[config.mk]
export PLATFORM = sky130hd
export DESIGN_NAME = arbitro_contador_rr
export DESIGN_NICKNAME = d
export VERILOG_FILES = /design/src/rtl/arbitro_contador_rr.sv
export SDC_FILE = /design/constraint.sdc
export NUM_CORES = 1
export LEC_CHECK = 0
export BUFFER_PORTS_ARGS = -buffer_cell sky130_fd_sc_hd__buf_2
export CORE_MARGIN = 3
export CORE_UTILIZATION = 35
export DETAILED_ROUTE_END_ITERATION = 16
export GPL_ROUTABILITY_DRIVEN = 0
export PLACE_DENSITY_LB_ADDON = 0.08
export RECOVER_POWER = 25
export SKIP_CTS_REPAIR_TIMING = 1
export SLEW_MARGIN = 20
export SYNTH_ARGS = -nofsm -noshare
export SYNTH_HDL_FRONTEND = slang
export SYNTH_SLANG_ARGS = --single-unit
export TNS_END_PERCENT = 30
[constraint.sdc]
create_clock -name i_clk -period 1.89 [get_ports i_clk]
set_input_delay 0.378 -clock i_clk [delete_from_list [all_inputs] [get_ports i_clk]]
set_output_delay 0.378 -clock i_clk [all_outputs]
set_load 0.02 [all_outputs]
[src/rtl/arbitro_contador_rr.sv]
// Round-robin scheduler that lends one shared modulo-(L+1) counter to N_REQ requesters,
// running 0..L on enabled ticks for the granted requester and pulsing its completion flag.
module arbitro_contador_rr #(
   parameter  int N_REQ = 4,
   parameter  int W     = 4,
   localparam int IDW   = $clog2(N_REQ)
) (
   input  logic               i_clk,
   input  logic               i_rst_n,
   input  logic [N_REQ-1:0]   i_req,
   input  logic [N_REQ*W-1:0] i_limite,
   input  logic               i_enable,
   output logic [N_REQ-1:0]   o_gnt,
   output logic [IDW-1:0]     o_id,
   output logic               o_ocupado,
   output logic [W-1:0]       o_cuenta,
   output logic [N_REQ-1:0]   o_fin
);

   typedef enum logic [1:0] {
      IDLE   = 2'd0,
      CUENTA = 2'd1,
      FIN    = 2'd2
   } estado_t;

   estado_t          estado, estado_nxt;
   logic [N_REQ-1:0] gnt, gnt_nxt;
   logic [N_REQ-1:0] fin, fin_nxt;
   logic [IDW-1:0]   id, id_nxt;
   logic [IDW-1:0]   ptr, ptr_nxt;
   logic [W-1:0]     cuenta, cuenta_nxt;
   logic [W-1:0]     lim, lim_nxt;
   logic             ocupado, ocupado_nxt;

   logic             hay_req;
   logic [IDW-1:0]   ganador;

   // Search starts just after the last served requester so everyone gets a turn.
   always_comb begin
      hay_req = 1'b0;
      ganador = '0;
      for (int i = 1; i <= N_REQ; i++) begin
         if (!hay_req && i_req[(int'(ptr) + i) % N_REQ]) begin
            hay_req = 1'b1;
            ganador = IDW'((int'(ptr) + i) % N_REQ);
         end
      end
   end

   // NOTE: every signal driven here gets a default first, so no path leaves
   // a value unassigned and no latch is inferred.
   always_comb begin
      estado_nxt  = estado;
      gnt_nxt     = gnt;
      fin_nxt     = '0;
      id_nxt      = id;
      ptr_nxt     = ptr;
      cuenta_nxt  = cuenta;
      lim_nxt     = lim;
      ocupado_nxt = ocupado;

      unique case (estado)
         IDLE: begin
            if (hay_req) begin
               estado_nxt       = CUENTA;
               gnt_nxt          = '0;
               gnt_nxt[ganador] = 1'b1;
               id_nxt           = ganador;
               cuenta_nxt       = '0;
               lim_nxt          = i_limite[int'(ganador)*W +: W];
               ocupado_nxt      = 1'b1;
            end
         end

         CUENTA: begin
            // Abort outranks the final tick: a dropped request never sees o_fin.
            if (!i_req[id]) begin
               estado_nxt  = IDLE;
               gnt_nxt     = '0;
               ocupado_nxt = 1'b0;
               ptr_nxt     = id;
            end else if (i_enable && (cuenta == lim)) begin
               estado_nxt  = FIN;
               gnt_nxt     = '0;
               fin_nxt[id] = 1'b1;
            end else if (i_enable) begin
               cuenta_nxt = cuenta + W'(1);
            end
         end

         FIN: begin
            estado_nxt  = IDLE;
            ocupado_nxt = 1'b0;
            ptr_nxt     = id;
         end

         default: begin
            estado_nxt  = IDLE;
            gnt_nxt     = '0;
            ocupado_nxt = 1'b0;
         end
      endcase
   end

   // NOTE: state registers use non-blocking assignments so every flop samples
   // the pre-edge values regardless of statement order.
   always_ff @(posedge i_clk or negedge i_rst_n) begin
      if (!i_rst_n) begin
         estado  <= IDLE;
         gnt     <= '0;
         fin     <= '0;
         id      <= '0;
         ptr     <= IDW'(N_REQ - 1);
         cuenta  <= '0;
         lim     <= '0;
         ocupado <= 1'b0;
      end else begin
         estado  <= estado_nxt;
         gnt     <= gnt_nxt;
         fin     <= fin_nxt;
         id      <= id_nxt;
         ptr     <= ptr_nxt;
         cuenta  <= cuenta_nxt;
         lim     <= lim_nxt;
         ocupado <= ocupado_nxt;
      end
   end

   assign o_gnt     = gnt;
   assign o_fin     = fin;
   assign o_id      = id;
   assign o_ocupado = ocupado;
   assign o_cuenta  = cuenta;

endmodule
==> impl_summary.txt, run 1 <==
----------------------------------------------------
[Placement]
  Number of port buffers ... 37
  HPWL Detailed ... 2530 µm
  Post-Place Setup Slack ... 0.00288 ns

[Timing]
  Unrepaired setup endpoints after global routing ... no
  Worst hold slack ... 0.355 ns
  Post-route worst setup slack ... 0.101 ns
  Worst relative slew slack ... 17.4%
  Final Hold Violating Endpoints ... 0
  Max frequency ... 0.559 GHz
  Min cycle time layout ... 1.79 ns
  Number of slew-limit violations in the final report ... 0
  Actual transition at the worst max-transition pin ... 1.24 ns
  Share of the cycle needed by the critical path after routing ... 94.6%
  Final setup skew ... 0.00336 ns
  Setup TNS ... 0 ns
  Setup-failing EPs final ... 0

[Power and ir drop]
  Cell Pwr Density ... 1480 mW/mm²
  Internal Dissipation ... 1.45 mW
  Total net switching power ... 1.03 mW
  Static leakage power ... 0.797 nW
  Sequential cell fraction of total power ... 34.3%
  Clock group share of total power ... 12.4%
  Peak supply drop ... 0.587 mV
  Share of power burned in combinational logic ... 53.3%
  Sw Share ... 41.7%

[Cells and area]
  Synthesis-to-layout area growth ... 26.4%
  Antenna diodes ... 0
  Number of nets in the layout ... 205
  Share of layout cells above drive strength 1 ... 37.2%

[Critical path]
  CP endpoint kind ... register
  Arrival time of the worst setup path ... 1.98 ns
  Worst Setup Start Kind ... register
  Data required time at the worst endpoint ... 2.08 ns
  Critical path class ... reg -> reg
  Critical path peak fanout ... 6
  Largest delay contributor family on the critical path ... compound AO/OA/AOI/OAI gates
  Critical path buffers and inverters ... 0
  Critical path cell sequence ... nor2b_1 -> a211o_1 -> a21oi_4 -> mux2_2 -> a31oi_1
  CP peak stage delay ... 0.58 ns
  Critical-path top delay cell ... dfstp_2

[Synth]
  Most used standard cell by instance count after synthesis ... dfrtp_1
  Count of mapped cells out of synthesis ... 133
  Synth area leader ... dfrtp_1
  Part of the Yosys area used for sequential elements ... 43.5%
  Synth Flop Type ... dfrtp_1
  Synth warn ... 0
  Yosys reg bits ... 23
  Commonest cells in the synthesized netlist ... dfrtp_1, nor2_1, nand2_1
  Count of different cell masters after synthesis ... 46
  Number of enable flip-flop cells after synthesis ... 0
  Largest cells by area after synthesis ... dfrtp_1, mux2_2, dfstp_2
  Proportion of register bits with asynchronous set or reset after synthesis ... 100%
  Synthesized netlist net count ... 157
  Mapped Area ... 0.00133 mm²
  Mapped Avg Cell Area ... 9.98 µm²
  Fraction of synthesized cell area taken by the top area cell type ... 39.6%

[Flow run]
  Number of max-cap violations ... 0

[Worst hold path]
  Type of the tightest min-delay check ... in -> async

[Clock network]
  Clock slew seen by the registers of the worst setup and hold paths ... 0.08 ns
  TritonCTS clock tree ... built
  Worst-skew pair later-pin latency ... 0.26 ns
  Clock tree root buffer cell ... clkbuf_8
  Num Clock Sinks ... 23
  Max Root-Sink Buffers ... 2
  Level count of the clock H-tree ... 1
  Clock buffers created by TritonCTS ... 3

[Die]
  Core Box Area ... 0.00349 mm²
  Chip height ... 67.6 µm
  Chip width ... 67.6 µm
  Starting density of the core ... 38.0%
  Die Outline Area ... 0.00457 mm²
  Io pins ... 38
  Placement row count ... 21

[Global routing]
  Overall track demand over capacity in global routing ... 16.2%
  Number of antenna violations at the first check in global routing ... 0
  Wire length of the first global-routing pass ... 5590 µm
  Pin count of the biggest net entering global routing ... 24
  Vias in the first global route ... 1160
  Total congestion overflow after global routing ... 0

[Run status]
  Status ... complete, no violations

[Detailed routing]
  Drt total wl ... 3210 µm
  Total via count after detailed routing ... 1161
  WL/cell ... 14.2 µm
  First-pass iteration count of the detailed router ... 4
  Remaining routing DRC violations ... 0
  Initial DRC Count ... 73
  Vias per std cell ... 5.14
  Count of antenna-violating nets left after detailed routing ... 0

----------------------------------------------------
-- power by group through the flow --
stage / clock network (mW) / logic, mW / registers [mW]
after global routing: 0.334 / 1.48 / 0.890
after CTS: 0.316 / 1.33 / 0.854
after detailed placement: 0 / 1.32 / 0.863
after floorplan: 0 / 0.825 / 0.900
after global placement: 0 / 1.30 / 0.860
final: 0.307 / 1.32 / 0.852
-- sequential cells by signal (all words and copies together), names as in the netlist --
name,count
o_ocupado,1
lim,4
estado,2
o_cuenta,4
o_fin,4
o_id,2
o_gnt,4
ptr,2
-- per-layer routing --
layer / track usage (%) / wire length, µm
met5: 0 / 0
met4: 6.08 / 30
met3: 2.00 / 159
met2: 24.9 / 1440
met1: 23.1 / 1570
-- metrics by stage --
step | power [mW] | utilization [%] | instance area [µm²] | cells
floorplan | 1.72 | - | 1330 | 133
global placement | 2.16 | 46.5 | 1630 | 222
detailed placement | 2.18 | 46.5 | 1630 | 222
CTS | 2.50 | 47.8 | 1670 | 226
global route | 2.70 | 48.0 | 1680 | 226
finish | 2.48 | 48.0 | 1680 | 226
-- final cells by class --
type / count / area, µm²
Clock buffer: 4 / 45.0
Fill cell: 345 / 1820
Inverter: 5 / 18.8
Multi-Input combinational cell: 99 / 704
Sequential cell: 23 / 578
Tap cell: 46 / 57.6
Timing Repair Buffer: 49 / 274
-- layout by cell type, fill, tap and decap left out, types with 3 or more instances in the layout --
cell / count
a21oi_1: 6
a31oi_1: 3
buf_2: 36
buf_4: 12
clkbuf_8: 3
dfrtp_1: 21
inv_1: 5
mux2_2: 5
nand2_1: 10
nand3_1: 5
nor2_1: 12
nor2b_1: 4
nor3_1: 3
o21a_1: 3
o21ai_0: 7
xnor2_1: 3
-- worst paths after layout --
path / startpoint / end / slack (ns) / cells after the start
max: ptr[0]$_DFFE_PN1P_ / lim[1]$_DFFE_PN0P_ / 0.10 / 5
min: i_rst_n / o_fin[2]$_DFF_PN0_ / 0.36 / 1
max reg2reg: ptr[0]$_DFFE_PN1P_ / lim[1]$_DFFE_PN0P_ / 0.10 / 5
min reg2reg: o_gnt[3]$_DFFE_PN0P_ / o_gnt[3]$_DFFE_PN0P_ / 0.51 / 1
max in group asynchronous: i_rst_n / o_cuenta[2]$_DFFE_PN0P_ / 0.80 / 1
min in group i_clk: i_limite[2] / lim[2]$_DFFE_PN0P_ / 0.43 / 3
-- worst reg2reg max path: stages (launching register included) --
cell     delay (ns)
dfstp_2        0.58
nor2b_1        0.07
a211o_1        0.32
a21oi_4        0.22
mux2_2         0.37
a31oi_1        0.15
-- kinds of logic (layout without fill, tap and decap cells) --
family,after synthesis,count (layout),share of synthesized area (%)
mux,7,7,6.69
fa+ha+maj,1,1,0.942
simple gates,48,48,19.5
flops,23,23,43.5
xor+xnor,4,4,2.64
buf+inv,11,58,3.96
compound gates,39,39,22.7
Power figures use the tool's default switching activity.
==> run 2: changes to the inputs <==
PLACE_DENSITY = 0.59   (was unset)
PLACE_DENSITY_LB_ADDON = unset   (was 0.08)
==> impl_summary.txt, run 2 (synthesis results as in run 1) <==
----------------------------------------------------
[Run status]
  Status ... complete, no violations

[Detailed routing]
  WL/cell ... 13.9 µm (-1.8%)
  Vias per std cell ... 5.32 (+3.6%)
  Initial DRC Count ... 39 (-47%)
  First-pass iteration count of the detailed router ... 4 (unchanged)
  Total via count after detailed routing ... 1187 (+2.2%)
  Count of antenna-violating nets left after detailed routing ... 0 (unchanged)
  Drt total wl ... 3110 µm (-3.1%)
  Remaining routing DRC violations ... 0 (unchanged)

[Critical path]
  Worst Setup Start Kind ... register
  Arrival time of the worst setup path ... 1.97 ns (about the same)
  Data required time at the worst endpoint ... 2.07 ns (about the same)
  Startpoint of the worst register-to-register path ... ptr[0]$_DFFE_PN1P_
  Critical path class ... reg -> reg
  R2R setup slack ... 0.11 ns (about the same)
  Critical path peak fanout ... 6 (unchanged)
  Worst setup path startpoint ... ptr[0]$_DFFE_PN1P_
  CP endpoint kind ... register

[Die]
  Core Box Area ... 0.00349 mm² (unchanged)
  Placement row count ... 21 (unchanged)
  Starting density of the core ... 38.0% (unchanged)
  Io pins ... 38 (unchanged)
  Chip height ... 67.6 µm (unchanged)
  Die Outline Area ... 0.00457 mm² (unchanged)
  Chip width ... 67.6 µm (unchanged)

[Power and ir drop]
  Sequential cell fraction of total power ... 35.6% (+1.3 points)
  Cell Pwr Density ... 1460 mW/mm² (-1.3%)
  Static leakage power ... 0.782 nW (-1.8%)
  Total net switching power ... 1.01 mW (-2.4%)
  Clock group share of total power ... 12.3% (about the same)
  Internal Dissipation ... 1.41 mW (-2.9%)
  Sw Share ... 41.8% (+0.13 points)
  Peak supply drop ... 0.523 mV (-11%)
  Share of power burned in combinational logic ... 52.1% (-1.2 points)

[Timing]
  Worst relative slew slack ... 18.6% (+1.2 points)
  Setup-failing EPs final ... 0 (unchanged)
  Final setup skew ... 0.00258 ns (-0.000780 ns)
  Max frequency ... 0.560 GHz (+0.25%)
  Min cycle time layout ... 1.78 ns (-0.00452 ns)
  Unrepaired setup endpoints after global routing ... no
  Number of slew-limit violations in the final report ... 0 (unchanged)
  Setup TNS ... 0 ns (unchanged)
  Share of the cycle needed by the critical path after routing ... 94.4% (-0.24 points)
  Worst hold slack ... 0.352 ns (-0.00298 ns)
  Final Hold Violating Endpoints ... 0 (unchanged)
  Actual transition at the worst max-transition pin ... 1.22 ns (-0.0184 ns)

[Cells and area]
  Leading cell types in the layout, fill and taps excluded ... buf_2, dfrtp_1, nor2_1, nand2_1, buf_4
  Share of layout cells above drive strength 1 ... 36.2% (-1.1 points)
  Synthesis-to-layout area growth ... 24.7%
  Number of nets in the layout ... 202 (-1.5%)
  Cell area after layout ... 0.00166 mm² (-1.3%)
  Most common cell after layout, fill and taps aside ... buf_2
  Antenna diodes ... 0 (unchanged)

[Clock network]
  Worst-skew pair later-pin latency ... 0.26 ns (about the same)
  Level count of the clock H-tree ... 1 (unchanged)
  Clock buffers created by TritonCTS ... 3 (unchanged)
  Clock tree root buffer cell ... clkbuf_8
  Max Root-Sink Buffers ... 2 (unchanged)
  TritonCTS clock tree ... built
  Num Clock Sinks ... 23 (unchanged)
  Clock slew seen by the registers of the worst setup and hold paths ... 0.08 ns (about the same)

[Global routing]
  Number of antenna violations at the first check in global routing ... 0 (unchanged)
  Overall track demand over capacity in global routing ... 15.3% (-0.92 points)
  Pin count of the biggest net entering global routing ... 24 (unchanged)
  Total congestion overflow after global routing ... 0 (unchanged)
  Vias in the first global route ... 1190 (+2.6%)
  Wire length of the first global-routing pass ... 5320 µm (-4.8%)

[Placement]
  Placed cell areas ... 0.00160 mm² (-1.4%)
  Number of port buffers ... 37 (unchanged)
  HPWL Detailed ... 2490 µm (-1.5%)

[Worst hold path]
  Type of the tightest min-delay check ... in -> async

[Flow run]
  Number of max-cap violations ... 0 (unchanged)

----------------------------------------------------
==> run 2: changes by cell type in the layout (fill, tap and decap cells not counted), sizes merged <==
cell | before | now
buf | 48 | 45
==> run 2: critical path, stage by stage, from the launching register on <==
cell and delay, ns:
dfstp_2 0.60, nor2b_1 0.07, a211o_1 0.31, a21oi_4 0.20, mux2_2 0.36, a31oi_1 0.16
==> run 2: power by group through the flow <==
stage | Sequential, mW | Clock [mW] | Combinational [mW]
3_5_place_dp | 0.867 | 0 | 1.26
2_1_floorplan | 0.900 | 0 | 0.825
5_1_grt | 0.891 | 0.323 | 1.41
6_report | 0.859 | 0.297 | 1.26
4_1_cts | 0.860 | 0.310 | 1.27
3_3_place_gp | 0.856 | 0 | 1.24
==> run 2: worst paths after layout <==
| check | endpoint | cells after the start |
|---|---|---|
| max | lim[1]$_DFFE_PN0P_ | 5 |
| min | o_fin[3]$_DFF_PN0_ | 1 |
| max reg2reg | lim[1]$_DFFE_PN0P_ | 5 |
| min reg2reg | o_gnt[3]$_DFFE_PN0P_ | 1 |
| max in group asynchronous | o_cuenta[1]$_DFFE_PN0P_ | 1 |
| min in group i_clk | lim[3]$_DFFE_PN0P_ | 3 |
==> run 2: routing by layer <==
metal  vias to the layer above  GRT usage, %  part of all wire, %
li1                        576             -                    -
met1                       568          20.6                   46
met2                        39          24.8                   48
met3                         4          2.16                  5.7
met4                         0          5.32                  1.0
met5                         -             0                    0
==> run 2: layout make-up <==
cell class | instances | area [µm²]
inverter | 5 | 18.8
sequential | 23 | 578
clock buffer | 4 | 45.0
timing repair buffer | 46 | 251
tap | 46 | 57.6
fill | 345 | 1840
multi-input combinational | 99 | 704
==> run 2: stage by stage <==
stage	cells	setup WS [ns]	utilization, %	total power, mW
2_1_floorplan	133	0.0372	-	1.72
3_3_place_gp	219	0.0693	45.9	2.10
3_5_place_dp	219	0.0105	45.9	2.13
4_1_cts	223	0.0438	47.2	2.44
5_1_grt	223	0.0206	47.4	2.62
6_report	223	0.106	47.4	2.42
